===== src/rtl/iopmp_err_arbiter_if.sv =====
// Error-report channel bundle between the IOPMP checker channels and iopmp_err_arbiter.
// The checker side drives valid and payload; the arbiter side returns one ack per channel.
interface iopmp_err_arbiter_if #(
    parameter int unsigned IOPMPNumChan = 4,
    parameter int unsigned RridWidth    = 8
);
    logic [IOPMPNumChan-1:0] err_valid_i;
    logic [33:0]             err_addr_i  [IOPMPNumChan];
    logic [RridWidth-1:0]    err_rrid_i  [IOPMPNumChan];
    logic [7:0]              err_eid_i   [IOPMPNumChan];
    logic [1:0]              err_ttype_i [IOPMPNumChan];
    logic [2:0]              err_etype_i [IOPMPNumChan];
    logic [IOPMPNumChan-1:0] err_ack_o;

    modport master (
        output err_valid_i,
        output err_addr_i,
        output err_rrid_i,
        output err_eid_i,
        output err_ttype_i,
        output err_etype_i,
        input  err_ack_o
    );

    modport slave (
        input  err_valid_i,
        input  err_addr_i,
        input  err_rrid_i,
        input  err_eid_i,
        input  err_ttype_i,
        input  err_etype_i,
        output err_ack_o
    );
endinterface


===== src/rtl/iopmp_err_arbiter.sv =====
// Round-robin capture of one IOPMP violation record; later violations are acked and counted as drops.
// Optional per-channel subsequent-violation flags are built when IOPMP_ERR_SVC_EN is defined.
module iopmp_err_arbiter #(
    parameter int unsigned IOPMPNumChan = 4,
    parameter int unsigned RridWidth    = 8
) (
    input  logic                            clk,
    input  logic                            rst,
    iopmp_err_arbiter_if.slave              chan,
    input  logic                            rec_clear_i,
    input  logic                            irq_en_i,
    output logic                            rec_valid_o,
    output logic [33:0]                     rec_addr_o,
    output logic [RridWidth-1:0]            rec_rrid_o,
    output logic [7:0]                      rec_eid_o,
    output logic [1:0]                      rec_ttype_o,
    output logic [2:0]                      rec_etype_o,
    output logic [$clog2(IOPMPNumChan)-1:0] rec_chan_o,
    output logic [7:0]                      drop_cnt_o,
    output logic                            irq_o,
    output logic [IOPMPNumChan-1:0]         svc_o
);
    localparam int unsigned ChanW = $clog2(IOPMPNumChan);

    localparam logic [0:0] ST_IDLE   = 1'b0;
    localparam logic [0:0] ST_LOCKED = 1'b1;

    logic [0:0]             r_state;
    logic [ChanW-1:0]       r_rr_ptr;
    logic [33:0]            r_rec_addr;
    logic [RridWidth-1:0]   r_rec_rrid;
    logic [7:0]             r_rec_eid;
    logic [1:0]             r_rec_ttype;
    logic [2:0]             r_rec_etype;
    logic [ChanW-1:0]       r_rec_chan;
    logic [7:0]             r_drop_cnt;

    logic                    w_locked;
    logic                    w_gnt_found;
    logic [ChanW-1:0]        w_gnt_idx;
    logic [IOPMPNumChan-1:0] w_gnt_oh;
    logic [4:0]              w_pop;
    logic [8:0]              w_drop_sum;
    logic [7:0]              w_drop_next;
    logic [ChanW-1:0]        w_rr_next;

    assign w_locked = (r_state == ST_LOCKED);

    // First valid channel at or after r_rr_ptr, wrapping modulo IOPMPNumChan.
    always_comb begin
        logic [ChanW:0]   v_sum;
        logic [ChanW-1:0] v_idx;
        w_gnt_found = 1'b0;
        w_gnt_idx   = '0;
        v_sum       = '0;
        v_idx       = '0;
        for (int unsigned k = 0; k < IOPMPNumChan; k++) begin
            v_sum = {1'b0, r_rr_ptr} + (ChanW+1)'(k);
            if (v_sum >= (ChanW+1)'(IOPMPNumChan)) begin
                v_sum = v_sum - (ChanW+1)'(IOPMPNumChan);
            end
            v_idx = v_sum[ChanW-1:0];
            if (!w_gnt_found && chan.err_valid_i[v_idx]) begin
                w_gnt_found = 1'b1;
                w_gnt_idx   = v_idx;
            end
        end
    end

    always_comb begin
        w_gnt_oh = '0;
        if (w_gnt_found) begin
            w_gnt_oh[w_gnt_idx] = 1'b1;
        end
    end

    assign w_rr_next = (w_gnt_idx == ChanW'(IOPMPNumChan - 1)) ? '0 : w_gnt_idx + ChanW'(1);

    // While locked every pending channel is released at once, so it never stalls behind the record.
    always_comb begin
        if (!rst) begin
            chan.err_ack_o = '0;
        end else if (w_locked) begin
            chan.err_ack_o = chan.err_valid_i;
        end else begin
            chan.err_ack_o = w_gnt_oh;
        end
    end

    assign w_pop       = 5'($countones(chan.err_valid_i));
    assign w_drop_sum  = {1'b0, r_drop_cnt} + 9'(w_pop);
    assign w_drop_next = w_drop_sum[8] ? 8'hFF : w_drop_sum[7:0];

    always_ff @(posedge clk or negedge rst) begin
        if (!rst) begin
            r_state     <= ST_IDLE;
            r_rr_ptr    <= '0;
            r_rec_addr  <= '0;
            r_rec_rrid  <= '0;
            r_rec_eid   <= '0;
            r_rec_ttype <= '0;
            r_rec_etype <= '0;
            r_rec_chan  <= '0;
            r_drop_cnt  <= '0;
        end else if (r_state == ST_IDLE) begin
            if (w_gnt_found) begin
                r_state     <= ST_LOCKED;
                r_rr_ptr    <= w_rr_next;
                r_rec_addr  <= chan.err_addr_i[w_gnt_idx];
                r_rec_rrid  <= chan.err_rrid_i[w_gnt_idx];
                r_rec_eid   <= chan.err_eid_i[w_gnt_idx];
                r_rec_ttype <= chan.err_ttype_i[w_gnt_idx];
                r_rec_etype <= chan.err_etype_i[w_gnt_idx];
                r_rec_chan  <= w_gnt_idx;
            end
        end else begin
            // Clear takes priority over same-cycle drops; record fields are deliberately kept.
            if (rec_clear_i) begin
                r_state    <= ST_IDLE;
                r_drop_cnt <= '0;
            end else begin
                r_drop_cnt <= w_drop_next;
            end
        end
    end

`ifdef IOPMP_ERR_SVC_EN
    logic [IOPMPNumChan-1:0] r_svc;

    always_ff @(posedge clk or negedge rst) begin
        if (!rst) begin
            r_svc <= '0;
        end else if (w_locked) begin
            if (rec_clear_i) begin
                r_svc <= '0;
            end else begin
                r_svc <= r_svc | chan.err_valid_i;
            end
        end
    end

    assign svc_o = r_svc;
`else
    assign svc_o = '0;
`endif

    assign rec_valid_o = w_locked;
    assign rec_addr_o  = r_rec_addr;
    assign rec_rrid_o  = r_rec_rrid;
    assign rec_eid_o   = r_rec_eid;
    assign rec_ttype_o = r_rec_ttype;
    assign rec_etype_o = r_rec_etype;
    assign rec_chan_o  = r_rec_chan;
    assign drop_cnt_o  = r_drop_cnt;
    assign irq_o       = w_locked & irq_en_i;

endmodule


===== src/flat_wrapper.sv =====
// flat-port wrapper written by rule: the top's interface ports become plain ports
module iopmp_err_arbiter_flat 
#(
    parameter int unsigned IOPMPNumChan = 4,
    parameter int unsigned RridWidth    = 8
)
  (clk, rst, rec_clear_i, irq_en_i, rec_valid_o, rec_addr_o, rec_rrid_o, rec_eid_o, rec_ttype_o, rec_etype_o, rec_chan_o, drop_cnt_o, irq_o, svc_o, chan_err_valid_i, chan_err_addr_i, chan_err_rrid_i, chan_err_eid_i, chan_err_ttype_i, chan_err_etype_i, chan_err_ack_o);
  iopmp_err_arbiter_if #(.IOPMPNumChan(IOPMPNumChan), .RridWidth(RridWidth)) chan_i ();
  input  logic clk;
  input  logic rst;
  input  logic rec_clear_i;
  input  logic irq_en_i;
  output logic rec_valid_o;
  output logic [33:0] rec_addr_o;
  output logic [RridWidth-1:0] rec_rrid_o;
  output logic [7:0] rec_eid_o;
  output logic [1:0] rec_ttype_o;
  output logic [2:0] rec_etype_o;
  output logic [$clog2(IOPMPNumChan)-1:0] rec_chan_o;
  output logic [7:0] drop_cnt_o;
  output logic irq_o;
  output logic [IOPMPNumChan-1:0] svc_o;
  input wire logic [$bits(chan_i.err_valid_i)-1:0] chan_err_valid_i;
  input wire logic [$bits(chan_i.err_addr_i)-1:0] chan_err_addr_i;
  input wire logic [$bits(chan_i.err_rrid_i)-1:0] chan_err_rrid_i;
  input wire logic [$bits(chan_i.err_eid_i)-1:0] chan_err_eid_i;
  input wire logic [$bits(chan_i.err_ttype_i)-1:0] chan_err_ttype_i;
  input wire logic [$bits(chan_i.err_etype_i)-1:0] chan_err_etype_i;
  output wire logic [$bits(chan_i.err_ack_o)-1:0] chan_err_ack_o;
  assign chan_i.err_valid_i = chan_err_valid_i;
  assign chan_i.err_addr_i = {>>{chan_err_addr_i}};
  assign chan_i.err_rrid_i = {>>{chan_err_rrid_i}};
  assign chan_i.err_eid_i = {>>{chan_err_eid_i}};
  assign chan_i.err_ttype_i = {>>{chan_err_ttype_i}};
  assign chan_i.err_etype_i = {>>{chan_err_etype_i}};
  assign chan_err_ack_o = chan_i.err_ack_o;
  iopmp_err_arbiter #(.IOPMPNumChan(IOPMPNumChan), .RridWidth(RridWidth)) u_core (.clk(clk), .rst(rst), .chan(chan_i), .rec_clear_i(rec_clear_i), .irq_en_i(irq_en_i), .rec_valid_o(rec_valid_o), .rec_addr_o(rec_addr_o), .rec_rrid_o(rec_rrid_o), .rec_eid_o(rec_eid_o), .rec_ttype_o(rec_ttype_o), .rec_etype_o(rec_etype_o), .rec_chan_o(rec_chan_o), .drop_cnt_o(drop_cnt_o), .irq_o(irq_o), .svc_o(svc_o));
endmodule

===== config.mk =====
export PLATFORM = sky130hd
export DESIGN_NAME = iopmp_err_arbiter_flat
export DESIGN_NICKNAME = d
export VERILOG_FILES = /design/src/rtl/iopmp_err_arbiter_if.sv /design/src/rtl/iopmp_err_arbiter.sv /design/src/flat_wrapper.sv
export SDC_FILE = /design/constraint.sdc
export NUM_CORES = 1
export LEC_CHECK = 0
export ABC_CLOCK_PERIOD_IN_PS = 3200
export CAP_MARGIN = 20
export CELL_PAD_IN_SITES_DETAIL_PLACEMENT = 2
export CELL_PAD_IN_SITES_GLOBAL_PLACEMENT = 2
export CORE_UTILIZATION = 19
export DETAILED_ROUTE_END_ITERATION = 8
export PLACE_DENSITY = 0.89
export SYNTH_ARGS = -nofsm -noshare
export SYNTH_HDL_FRONTEND = slang
export SYNTH_SLANG_ARGS = --single-unit

===== constraint.sdc =====
create_clock -name clk -period 3.2 [get_ports clk]
set_input_delay 0.96 -clock clk [delete_from_list [all_inputs] [get_ports clk]]
set_output_delay 0.96 -clock clk [all_outputs]
set_load 0.05 [all_outputs]

== Yosys cells after proc, flatten, opt, wreduce, memory -nomap -nowiden ==
Cells that the tools add are included.
Widths: inputs -> output; s select.

* Input port bits: 228
* Output and inout port bits: 75
* Register bits after elaboration: 68

* Reductions and logical operators: 8
* Bitwise gates (word level): 3
* Magnitude comparators: 11
* Eq/ne operators: 1
* Multiplexer cells: 46
* $add $sub $neg: 12

{| class="wikitable"
|+ Operator list
! operator !! count
|-
| $bmux 34 s2 || 1
|-
| $mux 34 || 2
|-
| $mux 8 || 6
|-
| $bmux 8 s2 || 2
|-
| $mux 2 || 11
|-
| $lt 2x3->1 const B || 5
|-
| $ge 3x3->1 const B || 4
|-
| $mux 1 || 12
|-
| $mux 4 || 3
|-
| $add 8x5->9 || 1
|-
| $bmux 1 s2 || 4
|-
| $sub 2x1->2 const B || 4
|-
| $add 2x2->3 const B || 2
|-
| $bmux 3 s2 || 1
|-
| $mux 3 || 2
|-
| $add 5x5->5 || 1
|-
| $add 1x1->2 || 2
|-
| $bmux 2 s2 || 1
|-
| $logic_and 1x1->1 || 4
|-
| $add 2x1->3 const B || 1
|-
| $ge 2x3->1 const B || 1
|-
| $logic_not 1->1 || 3
|-
| $not 2->3 || 1
|-
| $add 2x1->2 const B || 1
|-
| other kinds (6) || 6
|}

== Depth between registers and ports, before layout ==
Gate-level depths: netlist (run 1).

* Depth in word-level cells: 21
* Mapped depth: 10
* Gate-level depth less buffers: 10

== Worst setup path after synthesis (run 1) ==
Ideal clock, no wire load.

* Path kind: input-to-output
* Start point: in chan_err_valid_i[2]
* End point: out chan_err_ack_o[3]
* Required time: 2.240 ns
* Cell stages on the path: 9
* Path slack: -0.458 ns
* Arrival time: 2.698 ns
* Cell sequence: nor2b_1 > o21ai_1 > o221ai_2 > buf_6 > buf_6 > inv_1 > ha_1 > a22oi_1 > nor2b_1

* Word-level cells in the longest chain between the ends: 19

{| class="wikitable"
|+ RTL lines
! what !! RTL line !! RTL
|-
| start: declaration || flat_wrapper.sv:23 || <nowiki>input wire logic [$bits(chan_i.err_valid_i)-1:0] chan_err_valid_i;</nowiki>
|-
| $bmux 1 s2 || iopmp_err_arbiter.sv:63 || <nowiki>if (!w_gnt_found && chan.err_valid_i[v_idx]) begin</nowiki>
|-
| $mux 1 (implied by the code) || iopmp_err_arbiter.sv:63 ||
|-
| $mux 1 || iopmp_err_arbiter.sv:63 ||
|-
| $logic_not 1->1 || iopmp_err_arbiter.sv:63 ||
|-
| $logic_and 1x1->1 || iopmp_err_arbiter.sv:63 ||
|-
| $mux 1 || iopmp_err_arbiter.sv:63 ||
|-
| $logic_not 1->1 || iopmp_err_arbiter.sv:63 ||
|-
| $logic_and 1x1->1 || iopmp_err_arbiter.sv:63 ||
|-
| (+4 left out) || -- ||
|-
| net u_core.w_gnt_idx[0] || iopmp_err_arbiter.sv:40 || <nowiki>logic [ChanW-1:0] w_gnt_idx;</nowiki>
|-
| $lt 2x3->1 (implied by the code) or $ge 2x1->1 (tied branches) || iopmp_err_arbiter.sv:73 || <nowiki>w_gnt_oh[w_gnt_idx] = 1'b1;</nowiki>
|-
| $logic_and 1x1->1 (implied by the code) || iopmp_err_arbiter.sv:73 ||
|-
| $mux 1 (implied by the code) || iopmp_err_arbiter.sv:73 ||
|-
| $demux 1 s2 (*) || -- ||
|-
| $mux 4 (*) || iopmp_err_arbiter.sv:72 || <nowiki>if (w_gnt_found) begin</nowiki>
|-
| $mux 4 (*) || iopmp_err_arbiter.sv:83 || <nowiki>end else if (w_locked) begin</nowiki>
|-
| $mux 4 (*) || iopmp_err_arbiter.sv:81 || <nowiki>if (!rst) begin</nowiki>
|-
| end: declaration || flat_wrapper.sv:29 || <nowiki>output wire logic [$bits(chan_i.err_ack_o)-1:0] chan_err_ack_o;</nowiki>
|}

The timed path passes the listed nets; every way through them passes the cells marked *. The select of a mux whose other input is x is not followed.

== Worst setup path after layout (run 1) ==
* Start point: in chan_err_valid_i[2]
* End point: out chan_err_ack_o[0]

* Word-level cells in the longest chain between the ends: 19

{| class="wikitable"
|+ RTL lines
! what !! RTL line
|-
| $bmux 1 s2 || iopmp_err_arbiter.sv:63
|-
| $mux 1 (implied by the code) || iopmp_err_arbiter.sv:63
|-
| $mux 1 || iopmp_err_arbiter.sv:63
|-
| $logic_not 1->1 || iopmp_err_arbiter.sv:63
|-
| $logic_and 1x1->1 || iopmp_err_arbiter.sv:63
|-
| $mux 1 || iopmp_err_arbiter.sv:63
|-
| $logic_not 1->1 || iopmp_err_arbiter.sv:63
|-
| $logic_and 1x1->1 || iopmp_err_arbiter.sv:63
|-
| (+3 left out) || --
|-
| $mux 2 || iopmp_err_arbiter.sv:63
|-
| $lt 2x3->1 (implied by the code) or $ge 2x1->1 (tied branches) || iopmp_err_arbiter.sv:73
|-
| $logic_and 1x1->1 (implied by the code) || iopmp_err_arbiter.sv:73
|-
| $mux 1 (implied by the code) || iopmp_err_arbiter.sv:73
|-
| $demux 1 s2 || --
|-
| $mux 4 (*) || iopmp_err_arbiter.sv:72
|-
| $mux 4 (*) || iopmp_err_arbiter.sv:83
|-
| $mux 4 (*) || iopmp_err_arbiter.sv:81
|}

Every way passes the cells marked *; elsewhere a longest branch is shown, timed or not. The select of a mux whose other input is x is not followed.

==> results of run 1 <==
logic make-up (layout without fill, tap and decap cells):
| kind of cell | after synthesis | count (layout) | share of synthesized area [%] |
|---|---|---|---|
| AOI/OAI and AO/OA | 82 | 82 | 19.6 |
| xor gates and xnor gates | 1 | 1 | 0.187 |
| adders and majority gates | 12 | 12 | 3.52 |
| buffers and inverters | 44 | 358 | 6.86 |
| DFF | 68 | 68 | 36.3 |
| muxes | 115 | 115 | 24.7 |
| other | 1 | 4 | 0.0800 |
| and+or+nand+nor | 92 | 92 | 8.78 |
through the flow:
stage / setup TNS, ns / setup WS (ns)
6_report: -0.447 / -0.133
5_1_grt: -0.634 / -0.176
4_1_cts: -0.438 / -0.138
3_5_place_dp: -22.44 / -0.702
3_3_place_gp: -16.48 / -0.653
2_1_floorplan: -0.0528 / -0.0185
power breakdown:
group / internal [mW] / switching, mW
sequential: 1.23 / 0.255
clock: 0.536 / 0.409
combinational: 1.82 / 2.75
total: 3.59 / 3.42
worst paths after layout:
check	cells past startpoint	slack, ns	endpoint	start
worst min-delay path	2	0.48	u_core.rec_chan_o[1]$_DFFE_PN0P_	u_core.rec_chan_o[1]$_DFFE_PN0P_
worst min register to register	2	0.48	u_core.rec_chan_o[1]$_DFFE_PN0P_	u_core.rec_chan_o[1]$_DFFE_PN0P_
worst max register to register	8	0.50	u_core.rec_eid_o[0]$_DFFE_PN0P_	u_core.r_rr_ptr[0]$_DFFE_PN0P_
min in group asynchronous	2	0.73	u_core.rec_addr_o[14]$_DFFE_PN0P_	rst
worst max-delay path	10	-0.13	chan_err_ack_o[0]	chan_err_valid_i[2]
max in group asynchronous	3	1.86	u_core.rec_rrid_o[0]$_DFFE_PN0P_	rst
worst max-delay path: stages:
cell and delay [ns]:
buf_8 0.10, buf_6 0.11, nor2b_4 0.13, o21ai_4 0.18, o221ai_4 0.18, buf_6 0.18, ha_4 0.14, a22oi_2 0.16
nor2b_4 0.07, buf_12 0.15
per-layer routing:
layer  wire length, um  share of wire (%)  vias to the layer above
met2             11300                 54                      203
li1                  -                  -                     2188
met5                13              0.062                        -
met3              1450                6.9                       27
met1              7890                 37                     2365
met4               422                2.0                        2
flip-flops by register name, indices dropped and copies added (netlist names):
name,cells
u_core.r_rr_ptr,2
u_core.drop_cnt_o,8
u_core.rec_rrid_o,8
u_core.rec_valid_o,1
u_core.rec_eid_o,8
u_core.rec_etype_o,3
u_core.rec_chan_o,2
u_core.rec_addr_o,34
u_core.rec_ttype_o,2
layout by cell type, fill, tap and decap left out, types with 7 or more instances in the layout:
| cell | n |
|---|---|
| buf_4 | 25 |
| clkdlybuf4s50_1 | 288 |
| nor2b_4 | 7 |
| o221ai_2 | 40 |
| buf_12 | 13 |
| a21oi_1 | 8 |
| mux2i_1 | 111 |
| dfrtp_1 | 68 |
| o221ai_1 | 15 |
| clkbuf_16 | 9 |
| nand2_1 | 64 |
area by class of cell:
type                       instances  area [um^2]  area share [%]
tap                              324          405            4.61
multi-input combinational        306         2940            33.4
inverter                           8         37.5           0.427
clock buffer                      10          239            2.72
sequential                        68         1700            19.4
timing repair buffer             336         3440            39.1
clock inverter                     4         27.5           0.313
what timing repair did:
action | 4_1_cts | 5_1_grt
resized for setup | 47 | 11
hold buffers | 0 | 0
buffers inserted | 6 | 4
pin swaps | 9 | 10
endpoints found under the setup margin | 24 | 11
==> impl_metrics.env, run 1 <==
export IMPL_outcome="complete, but fails checks"
export IMPL_violations="negative setup slack"
export IMPL_antenna_found_initial=1
export IMPL_min_period_ns=3.33
export IMPL_skew_ns=0.00680
export IMPL_end_kind="primary output"
export IMPL_wirelength_um=21100
export IMPL_placement_rows=57
export IMPL_max_slew_margin_pct=59.9
export IMPL_crit_required_ns=2.24
export IMPL_drv_cap=0
export IMPL_core_area_mm2=0.0242
export IMPL_grt_pass1_wl_um=32700
export IMPL_yosysMostFrequentCell="mux2i_1"
export IMPL_finalHoldViolations=0
export IMPL_use_met1_pct=17.7
export IMPL_diodes=0
export IMPL_ios=303
export IMPL_start_kind="input pin"
export IMPL_synth_area_leaders="dfrtp_1, mux2i_1, o221ai_2"
export IMPL_post_drt_wl_per_cell_um=19.9
export IMPL_ant_nets=0
export IMPL_p_total_mw=7.01
export IMPL_die_h_um=159
export IMPL_grt_pass1_vias=5594
export IMPL_ys_warnings_count=0
export IMPL_grt_max_degree=69
export IMPL_synth_edf_count=0
export IMPL_die_w_um=159
export IMPL_stdcell_count=1056
export IMPL_crit_fanout=4
export IMPL_dpl_cell_count=1031
export IMPL_tightest_slew_ns=0.600
export IMPL_met2_usage_pct=31.6
export IMPL_clk_pin_slew_ns=0.07
export IMPL_period_share_pct=104
export IMPL_fillers=2612
export IMPL_cts_max_level=3
export IMPL_hold_class="flip-flop to flip-flop"
export IMPL_drv_slew=0
export IMPL_p_leak_nw=3.76
export IMPL_avgSynthCellArea_um2=11.3
export IMPL_synth_largest_area_cell="dfrtp_1"
export IMPL_fin_nets=969
export IMPL_area_growth_pct=87.5
export IMPL_cts_inserted_buffers=9
export IMPL_grt_overflow=0
export IMPL_final_util_pct=36.3
export IMPL_peakVddDrop_mv=0.288
export IMPL_timing_fmax_mhz=300
export IMPL_setup_ws_ns=-0.133
export IMPL_power_density_mw_per_mm2=797
export IMPL_ys_ff_latch=68
export IMPL_cts_root_buffer="clkbuf_16"
export IMPL_ys_top_cells_by_count="mux2i_1, dfrtp_1, nand2_1, o221ai_2, buf_6"
export IMPL_synthFlopType="dfrtp_1"
export IMPL_clk_path_buf_depth=2
export IMPL_clock_latency_ns=0.34
export IMPL_synth_seq_area_share_pct=36.3
export IMPL_gp_congestion=0.727
export IMPL_grt_busiest_layer="met2"
export IMPL_place_hpwl_um=15700
export IMPL_die_area_mm2=0.0253
export IMPL_layout_drive_gt1_share_pct=19.4
export IMPL_placed_area_mm2=0.00825
export IMPL_drtIter0Drc=71
export IMPL_use_met3_pct=4.61
export IMPL_finalSetupViolations=4
export IMPL_cts_tree="built"
export IMPL_rsz0062_at_grt="yes"
export IMPL_cts_sinks=68
export IMPL_async_flop_share_pct=100
export IMPL_vias=4785
export IMPL_worstPathArrival_ns=2.37
export IMPL_critical_path_class="input pin to primary output"
export IMPL_grt_total_usage_pct=16.7
export IMPL_fin_area_mm2=0.00879
export IMPL_hold_ws_ns=0.480
export IMPL_start_util_pct=19.3
export IMPL_netlist_instances=415
export IMPL_vias_per_cell=4.53
export IMPL_dr_pass1_iters=4
export IMPL_syn_area_mm2=0.00469
export IMPL_drc=0
export IMPL_synth_cell_type_count=43
export IMPL_synth_top_area_share_pct=36.3
export IMPL_port_buffers=298
Power figures use the tool's default switching activity.
==> run 2, diff against run 1 <==
- PLACE_DENSITY: 0.89 -> 0.86
==> impl_metrics.env, run 2 (same netlist as run 1, synthesis figures left out) <==
export IMPL_final_common_cell="clkdlybuf4s50_1"
export IMPL_r2r_setup_slack_ns=0.76
export IMPL_combPwrFrac_pct=64.9
export IMPL_largest_reg_flops=34
export IMPL_finalHoldViolations=0
export IMPL_grt_total_usage_pct=16.8
export IMPL_post_drt_wl_per_cell_um=19.9
export IMPL_drv_cap=0
export IMPL_grt_max_degree=67
export IMPL_power_density_mw_per_mm2=799
export IMPL_peakVddDrop_mv=0.356
export IMPL_power_clock_fraction_pct=13.7
export IMPL_finalSetupViolations=5
export IMPL_worstPathArrival_ns=2.37
export IMPL_end_kind="primary output"
export IMPL_hold_class="flip-flop to flip-flop"
export IMPL_start_util_pct=19.3
export IMPL_cts_tree="built"
export IMPL_port_buffers=298
export IMPL_cts_hold_buffers=0
export IMPL_crit_top_cell="buf_6"
export IMPL_core_area_mm2=0.0242
export IMPL_final_util_pct=36.1
export IMPL_cts_inserted_buffers=9
export IMPL_tightest_slew_ns=0.809
export IMPL_ant_nets=0
export IMPL_cp_slowest_cell="a22oi_2"
export IMPL_layout_drive_gt1_share_pct=19.9
export IMPL_antenna_found_initial=0
export IMPL_ios=303
export IMPL_switching_power_mw=3.40
export IMPL_max_stage_delay_ns=0.22
export IMPL_cts_sinks=68
export IMPL_wirelength_um=21100
export IMPL_layout_common_cells="clkdlybuf4s50_1, mux2i_1, dfrtp_1, nand2_1, o221ai_2"
export IMPL_crit_fanout=4
export IMPL_p_total_mw=6.99
export IMPL_clock_latency_ns=0.34
export IMPL_vias=4715
export IMPL_area_growth_pct=86.6
export IMPL_max_slew_margin_pct=46.0
export IMPL_place_hpwl_um=16400
export IMPL_die_w_um=159
export IMPL_vias_per_cell=4.45
export IMPL_die_area_mm2=0.0253
export IMPL_drc=0
export IMPL_skew_ns=0.00846
export IMPL_placed_area_mm2=0.00827
export IMPL_p_leak_nw=3.74
export IMPL_drv_slew=0
export IMPL_switching_share_pct=48.7
export IMPL_cp_cell_sequence="buf_6 -> nor2b_1 -> buf_4 -> nor2_4 -> o221ai_4 -> buf_6 -> ha_4 -> a22oi_2 -> nor2b_4 -> buf_12"
export IMPL_gp_congestion=0.726
export IMPL_dr_pass1_iters=4
export IMPL_grt_pass1_vias=5429
export IMPL_outcome="complete, but fails checks"
export IMPL_grt_pass1_wl_um=32800
export IMPL_timing_fmax_mhz=300
export IMPL_p_int_mw=3.59
export IMPL_fin_area_mm2=0.00875
export IMPL_violations="negative setup slack"
export IMPL_placement_rows=57
export IMPL_cts_root_buffer="clkbuf_16"
export IMPL_crit_required_ns=2.24
export IMPL_die_h_um=159
export IMPL_grt_overflow=0
export IMPL_clk_pin_slew_ns=0.06
export IMPL_drtIter0Drc=131
export IMPL_period_share_pct=104
export IMPL_setup_ws_ns=-0.135
export IMPL_seqPwrFrac_pct=21.4
export IMPL_cts_max_level=3
export IMPL_rsz0062_at_grt="yes"
export IMPL_clk_path_buf_depth=2
export IMPL_fin_nets=970
export IMPL_min_period_ns=3.33
export IMPL_start_kind="input pin"
export IMPL_critical_path_class="input pin to primary output"
export IMPL_diodes=0
run 2: changes by cell type in the layout (fill, tap and decap cells not counted), sizes merged:
cell,change
buf,+1
clkinv,+1
clkinvlp,+1
run 2: path summary, 6_finish.rpt:
kind                                                       start                                 to  cells past startpoint
worst max-delay path                         chan_err_valid_i[2]                  chan_err_ack_o[2]                     10
worst min-delay path            u_core.rec_chan_o[1]$_DFFE_PN0P_   u_core.rec_chan_o[1]$_DFFE_PN0P_                      2
worst max register to register    u_core.r_rr_ptr[0]$_DFFE_PN0P_   u_core.rec_rrid_o[6]$_DFFE_PN0P_                      6
worst min register to register  u_core.rec_chan_o[1]$_DFFE_PN0P_   u_core.rec_chan_o[1]$_DFFE_PN0P_                      2
max in group asynchronous                                    rst  u_core.rec_addr_o[17]$_DFFE_PN0P_                      3
min in group asynchronous                                    rst  u_core.rec_addr_o[15]$_DFFE_PN0P_                      2
run 2: power groups by stage:
stage          combinational, mW  clock [mW]  sequential [mW]
5_1_grt                     4.77        1.03             1.54
4_1_cts                     4.58       0.999             1.50
3_5_place_dp                4.48           0             1.50
2_1_floorplan               1.67           0             2.74
6_report                    4.53       0.961             1.50
3_3_place_gp                4.36           0             1.47
run 2: cell type report:
cell class	count	area (um^2)
fillers	2641	15500
repair buffers	337	3390
multi-input cells	306	2940
flip-flops and latches	68	1700
well taps	324	405
clock buffers	10	239
clock inverters	6	40.0
inverters	8	35.0
run 2: timing repair:
item | 4_1_cts | 5_1_grt
pin swaps | 13 | 15
gates resized for setup | 43 | 8
endpoints found under the setup margin | 13 | 9
cloned | 0 | 0
setup buffers | 7 | 1
run 2: through the flow:
step / worst slack (ns) / TNS [ns] / instances / hold WS [ns]
2_1_floorplan: -0.0185 / -0.0528 / 418 / 0.507
3_3_place_gp: -0.605 / -10.73 / 1035 / 0.460
3_5_place_dp: -0.686 / -17.84 / 1035 / 0.467
4_1_cts: -0.159 / -0.520 / 1058 / 0.484
5_1_grt: -0.201 / -0.848 / 1059 / 0.507
6_report: -0.135 / -0.426 / 1059 / 0.480
run 2: critical path: cells and delay by family:
family / cells / cell delay [ns]
adder cells (fa/ha/maj): 1 / 0.14
AND/OR/NAND/NOR: 3 / 0.33
AO/OA/AOI/OAI: 2 / 0.39
buffers and inverters: 4 / 0.55
run 2: layer usage:
layer / track usage, % / wire [um]
met1: 18.6 / 8310
met2: 31.8 / 11200
met3: 4.40 / 1300
met4: 3.93 / 291
met5: 0 / 0
